**config.mk**
```make
export PLATFORM = sky130hd
export DESIGN_NAME = rf_debug_port
export DESIGN_NICKNAME = d
export VERILOG_FILES = /design/src/rtl/rf_debug_port.sv
export SDC_FILE = /design/constraint.sdc
export NUM_CORES = 1
export LEC_CHECK = 0
export BUFFER_PORTS_ARGS = -buffer_cell sky130_fd_sc_hd__buf_2
export CAP_MARGIN = 15
export CORE_MARGIN = 3
export CORE_UTILIZATION = 36
export CTS_BUF_LIST = sky130_fd_sc_hd__clkbuf_16
export CTS_CLUSTER_DIAMETER = 30
export DETAILED_ROUTE_END_ITERATION = 7
export HOLD_SLACK_MARGIN = 0.05
export PLACE_DENSITY = 0.76
export SYNTH_ARGS = -nofsm -noshare
export SYNTH_HDL_FRONTEND = slang
export SYNTH_SLANG_ARGS = --single-unit
```
**constraint.sdc**
```tcl
create_clock -name clk -period 1.7 [get_ports clk]
set_clock_uncertainty 0.2 [all_clocks]
set_input_delay 0.255 -clock clk [delete_from_list [all_inputs] [get_ports clk]]
set_output_delay 0.255 -clock clk [all_outputs]
set_load 0.02 [all_outputs]
```
**src/rtl/rf_debug_port.sv**
```systemverilog
// rf_debug_port: debug-side initiator for the CPU register file.
// Takes one read/write command at a time over cmd_valid/cmd_ready, drives the
// register file ports, and returns one response over resp_valid/resp_ready.
// Optional feature macro: RF_DBG_CLEAR_EN. When it is defined, cmd_clear
// zeroes x0 .. x(NREGS-1) with one write per cycle.
module rf_debug_port #(
   parameter int NREGS = 32
) (
   input  logic        clk,
   input  logic        rst,
   input  logic        cmd_valid,
   output logic        cmd_ready,
   input  logic        cmd_write,
   input  logic        cmd_clear,
   input  logic [4:0]  cmd_index,
   input  logic [31:0] cmd_wdata,
   output logic        resp_valid,
   input  logic        resp_ready,
   output logic        resp_write,
   output logic [4:0]  resp_index,
   output logic [31:0] resp_rdata,
   output logic        reg_write,
   output logic [4:0]  write_index,
   output logic [31:0] write_data,
   output logic [4:0]  read_index1,
   output logic [4:0]  read_index2,
   input  logic [31:0] read_data1,
   input  logic [31:0] read_data2
);

`ifdef RF_DBG_CLEAR_EN
   typedef enum logic [2:0] {S_IDLE, S_WR, S_RD, S_CLR, S_RESP} state_t;
`else
   typedef enum logic [2:0] {S_IDLE, S_WR, S_RD, S_RESP} state_t;
`endif

   // Last index touched by a clear-all walk.
   localparam logic [4:0] LAST_IDX = 5'(NREGS - 1);

   state_t      state_q, state_d;
   logic        write_q, write_d;   // response kind: write/clear ack vs read
   logic [4:0]  index_q, index_d;   // latched command index, later resp_index
   logic [31:0] data_q,  data_d;    // write data, then read capture / response data
`ifdef RF_DBG_CLEAR_EN
   logic [4:0]  cnt_q,   cnt_d;     // clear-all walk position
`endif

   // Port 2 of the register file is not used by the debug path.
   assign read_index2 = 5'd0;

   // Inputs that are deliberately unused in some builds are collected here.
   logic unused_inputs;
   assign unused_inputs = ^{read_data2, cmd_clear, LAST_IDX};

   // Next-state, latch updates and Moore-style output decode.
   always_comb begin
      state_d     = state_q;
      write_d     = write_q;
      index_d     = index_q;
      data_d      = data_q;
`ifdef RF_DBG_CLEAR_EN
      cnt_d       = cnt_q;
`endif
      cmd_ready   = 1'b0;
      resp_valid  = 1'b0;
      resp_write  = 1'b0;
      resp_index  = 5'd0;
      resp_rdata  = 32'd0;
      reg_write   = 1'b0;
      write_index = 5'd0;
      write_data  = 32'd0;
      read_index1 = 5'd0;
      case (state_q)
         S_IDLE: begin
            cmd_ready = 1'b1;
            if (cmd_valid) begin
               write_d = cmd_write;
               index_d = cmd_index;
               data_d  = cmd_wdata;
`ifdef RF_DBG_CLEAR_EN
               // Clear wins over write when both are requested.
               if (cmd_clear) begin
                  state_d = S_CLR;
                  cnt_d   = 5'd0;
               end else if (cmd_write) begin
                  state_d = S_WR;
               end else begin
                  state_d = S_RD;
               end
`else
               if (cmd_write) begin
                  state_d = S_WR;
               end else begin
                  state_d = S_RD;
               end
`endif
            end else begin
               state_d = S_IDLE;
            end
         end
         S_WR: begin
            reg_write   = 1'b1;
            write_index = index_q;
            write_data  = data_q;
            state_d     = S_RESP;
         end
         S_RD: begin
            // Register file read is combinational; capture at the end of this cycle.
            read_index1 = index_q;
            data_d      = read_data1;
            state_d     = S_RESP;
         end
`ifdef RF_DBG_CLEAR_EN
         S_CLR: begin
            reg_write   = 1'b1;
            write_index = cnt_q;
            write_data  = 32'd0;
            if (cnt_q == LAST_IDX) begin
               state_d = S_RESP;
               write_d = 1'b1;
               index_d = LAST_IDX;
               data_d  = 32'd0;
               cnt_d   = 5'd0;
            end else begin
               cnt_d   = cnt_q + 5'd1;
            end
         end
`endif
         S_RESP: begin
            resp_valid = 1'b1;
            resp_write = write_q;
            resp_index = index_q;
            resp_rdata = data_q;
            if (resp_ready) begin
               state_d = S_IDLE;
            end else begin
               state_d = S_RESP;
            end
         end
         default: begin
            state_d = S_IDLE;
         end
      endcase
   end

   // State and latch registers with synchronous reset; a reset drops any pending response.
   always_ff @(posedge clk) begin
      if (rst) begin
         state_q <= S_IDLE;
         write_q <= 1'b0;
         index_q <= 5'd0;
         data_q  <= 32'd0;
`ifdef RF_DBG_CLEAR_EN
         cnt_q   <= 5'd0;
`endif
      end else begin
         state_q <= state_d;
         write_q <= write_d;
         index_q <= index_d;
         data_q  <= data_d;
`ifdef RF_DBG_CLEAR_EN
         cnt_q   <= cnt_d;
`endif
      end
   end

endmodule
```
==> After elaboration in Yosys (flattened, before gate mapping) <==
Cells that the tools add are included.
{ "word_totals": {"register_bits": 41, "output_inout_bits": 88} }
{ "classes": {"n_eq_ne": 4, "muxes": 15, "reduce_logical": 5} }
{ "op_table": {"columns": ["cell", "count"], "rows": [
  ["2-to-1 mux 32 bit", 3],
  ["case mux 32 bit (2 select lines)", 1],
  ["2-to-1 mux 5 bit", 3],
  ["case mux 3 bit (3 select lines)", 1],
  ["equality test 3 x 2 -> 1 bit, second input constant", 2],
  ["2-to-1 mux 1 bit", 4],
  ["2-to-1 mux 2 bit", 2],
  ["AND reduction 2 bit", 2],
  ["equality test 3 x 1 -> 1 bit, second input constant", 1],
  ["logical NOT 3 bit", 1],
  ["2-to-1 mux 3 bit", 1],
  ["!= test 2 bit, second input constant", 1],
  ["nonzero test 2 bit", 1],
  ["OR reduction 2 bit", 1]
]} }

==> Longest topological paths before layout <==
{ "depth": {"word_depth": 3, "depth_mapped": 8} }

==> Worst setup path after synthesis <==
Ideal clock, no wire load.
{ "synth_timing": {"path_kind": "register to register", "from": "register state_q[0]", "to": "register data_q[10]", "arrival_ns": 1.570, "t_required_ns": 1.354, "path_stages_with_launch": 9, "slack_ns": -0.216, "cell_sequence": "dfxtp_1 -> inv_1 -> ha_1 -> buf_6 -> mux2_4 -> buf_6 -> buf_6 -> nor2_1 -> a211oi_2"} }
{ "synth_between": {"elab_chain_len": 3, "elab_cells_between_ends": 6, "classes_between": "eq/ne: 2; mux: 1; reduce/logical: 3"} }
{ "synth_rtl": {"columns": ["item", "line", "source"], "rows": [
  ["start, declared", "40", "state_t state_q, state_d;"],
  ["start signal, assigned", "157", "state_q <= state_d;"],
  ["equality test 3 x 2 -> 1 bit / logical NOT 3 bit (equally long branches)", "73", "case (state_q)"],
  ["nonzero test 2 bit (no line) / != test 2 bit (equally long branches)", null, null],
  ["AND reduction 2 bit (no line)", null, null],
  ["end signal, assigned", "160", "data_q <= data_d;"],
  ["end, declared", "43", "logic [31:0] data_q, data_d;"]
]} }
Parallel ways exist; a longest one is shown, timed or not.
A chain may end at the register's enable or synchronous reset.

==> Worst setup path in the final report <==
{ "layout_timing": {"from": "register state_q[1]", "to": "output write_data[4]"} }
{ "layout_between": {"elab_chain_len": 2} }
{ "layout_rtl": {"columns": ["item", "line", "source"], "rows": [
  ["equality test 3 x 1 -> 1 bit", "73", null],
  ["2-to-1 mux 32 bit", "73", null],
  ["end, declared", "24", "output logic [31:0] write_data,"]
]} }
Every way passes these cells.

==> impl_metrics.ini <==
[detailed_routing]
wl_per_cell_um = 17.1
first_pass_iters = 4
dr_wl_met3_um = 479
remaining_drc_errors = 0
top_layer = met4
met2_wirelength_um = 5290
drtIter0Drc = 58
antenna_left = 0
wirelength_um = 9440
vias = 2671
viasPerCell = 4.85
wl_met1_um = 3490

[yosys]
ys_warn_count = 0
synthArstFlopShare = 0
synth_seq_cells = 40
synth_flop_cell = dfxtp_1
yosys-top-cells-area = dfxtp_1, and2_1, a211oi_2
syn_avg_cell_area_sq_um = 9.14
synth.cell_area_sq_um = 2550
yosysSeqAreaShare = 0.314
synth_top_area_cell = dfxtp_1
synth.most_common_cell = and2_1
synthCells = 279
synth.distinct_cells = 19
synthTopCellsByCount = and2_1, dfxtp_1, a211oi_2, mux2i_1, nor2_1
synth-edff-count = 0
synth_top_area_share = 0.314

[floorplan]
pin_count = 195
die_w_um = 90.2
row_count = 30
die_h_um = 90.2
start_util = 0.373
coreArea_sq_um = 6830
dieArea_sq_um = 8130

[clock_tree]
cts.path.max_buffers = 2
path_clk_slew_ns = 0.05
clk_latency_ns = 0.27
cts_tree = yes
cts_buffers = 5
cts_max_level = 2
cts-root-buf = clkbuf_16
clock_sinks = 40

[power_and_ir_drop]
power.total_mw = 6.22
power.leakage_nw = 2.12
ir_worst_vdd_mv = 0.725
pwr_density_cell_nw_per_um2 = 1320

[sta]
setup_viol = 108
hold_viol = 0
rsz0062_at_grt = true
finalCritPeriodShare = 1.08
finalMaxSlewViolations = 0
worst_slack_ns = -0.131
fin_crit_ns = 1.83
fmax_mhz = 546

[critical_path]
path_class = flop to primary output
critPathRequiredTime_ns = 1.24
start_kind = flop
crit_fanout = 16
critPathArrivalTime_ns = 1.38
r2r_start = state_q[0]
endpoint_kind = primary output
cp-startpoint = state_q[1]

[layout]
insertedDiodeCount = 0
layout.area.seq_sq_um = 808
multi_input_area_sq_um = 1890
drive_gt1_frac = 0.684
final_nets = 566
syn_to_final_growth_pct = 84.7
post-route-util = 0.690
num-fill-cells = 518

[status]
status = finished with violations
violations = setup timing

[global_route]
antenna_found_initial = 0
grt_pass1_vias = 2587
grt_usage = 0.174
grt_overflow_total = 0
grt_max_degree = 41
grt_pass1_wl_um = 11900

[job]
drv_cap = 0

[placed_design]
portBuffers = 156
gp_congestion = 0.716
hpwlAfterDp_um = 5320

[hold_path]
hold_start = cmd_write
hold_path_class = input port to flop
[flip-flops by register name (all words and copies together) (netlist names)]
| signal | count |
|---|---|
| write_q | 1 |
| data_q | 32 |
| index_q | 5 |
| state_q | 2 |
[report_power, final]
part           switching [mW]  internal [mW]
Combinational            1.81           1.95
Sequential              0.336           1.25
Clock                   0.345          0.528
[cell type report]
class,instances,area share
multi-input cells,212,0.402
clock inverters,3,0.00239
inverters,3,0.00345
repair buffers,192,0.369
flip-flops and latches,40,0.172
well taps,96,0.0255
clock buffers,5,0.0266
[routing by layer]
| layer | vias to the layer above | global-route usage |
|---|---|---|
| li1 | 1278 | - |
| met1 | 1267 | 0.184 |
| met2 | 108 | 0.336 |
| met3 | 18 | 0.0510 |
| met4 | 0 | 0.0408 |
| met5 | - | 0 |
[per-stage QoR]
stage	area [sq um]	hold WS, ns	std cells	TNS [ns]	setup slack (ns)
CTS	3910	0.0539	534	-9.21	-0.125
detailed placement	3550	0.274	518	0	0.0352
global route	4710	0.0822	551	-13.76	-0.176
finish	4710	0.0633	551	-8.75	-0.131
floorplan	2680	0.202	283	-1.67	-0.0425
global placement	3550	0.245	518	0	0.0819
[cells by family after synthesis]
kind of cell / Yosys count / share of synthesized area
other: 1 / 0.00147
flip-flops: 40 / 0.314
AND/OR/NAND/NOR: 127 / 0.270
multiplexers: 33 / 0.132
adder cells (fa/ha/maj): 5 / 0.0245
AO/OA/AOI/OAI: 41 / 0.175
buffers and inverters: 32 / 0.0829
[worst max-delay path: stages (launching register included)]
cell and delay [ns]:
dfxtp_4 0.39, inv_4 0.06, ha_4 0.18, buf_8 0.15, and2_1 0.17, buf_4 0.16
[timing repair]
action / 4_1_cts / 5_1_grt
pin swaps: 0 / 6
cloned: 2 / 14
gates resized for setup: 43 / 156
hold endpoints to repair: 5 / 0
hold buffers: 5 / 0
setup buffers: 1 / 3
setup endpoints to repair: 82 / 115
[cell usage in the layout, fill, tap and decap left out, types with 3 or more instances in the layout]
cell type | netlist | routed
a211oi_2 | 32 | 32
a21oi_1 | 8 | 8
and2_1 | 80 | 37
and2_2 | 0 | 13
and2_4 | 0 | 30
buf_12 | 0 | 7
buf_2 | 4 | 83
buf_4 | 5 | 31
buf_6 | 9 | 54
clkbuf_16 | 0 | 13
conb_1 | 1 | 5
dfxtp_1 | 40 | 38
dlygate4sd3_1 | 0 | 5
ha_4 | 0 | 4
inv_1 | 3 | 3
mux2i_1 | 32 | 31
nand2_1 | 7 | 7
nand3_1 | 6 | 6
nor2_2 | 0 | 12
nor2_4 | 0 | 20
[path summary, 6_finish.rpt]
check / to / slack, ns / cells past startpoint
hold / removal: state_q[1] / 0.06 / 3
setup reg to reg: data_q[5] / -0.11 / 6
hold reg to reg: write_q / 0.28 / 2
setup / recovery: write_data[4] / -0.13 / 5
Power figures use the tool's default switching activity.
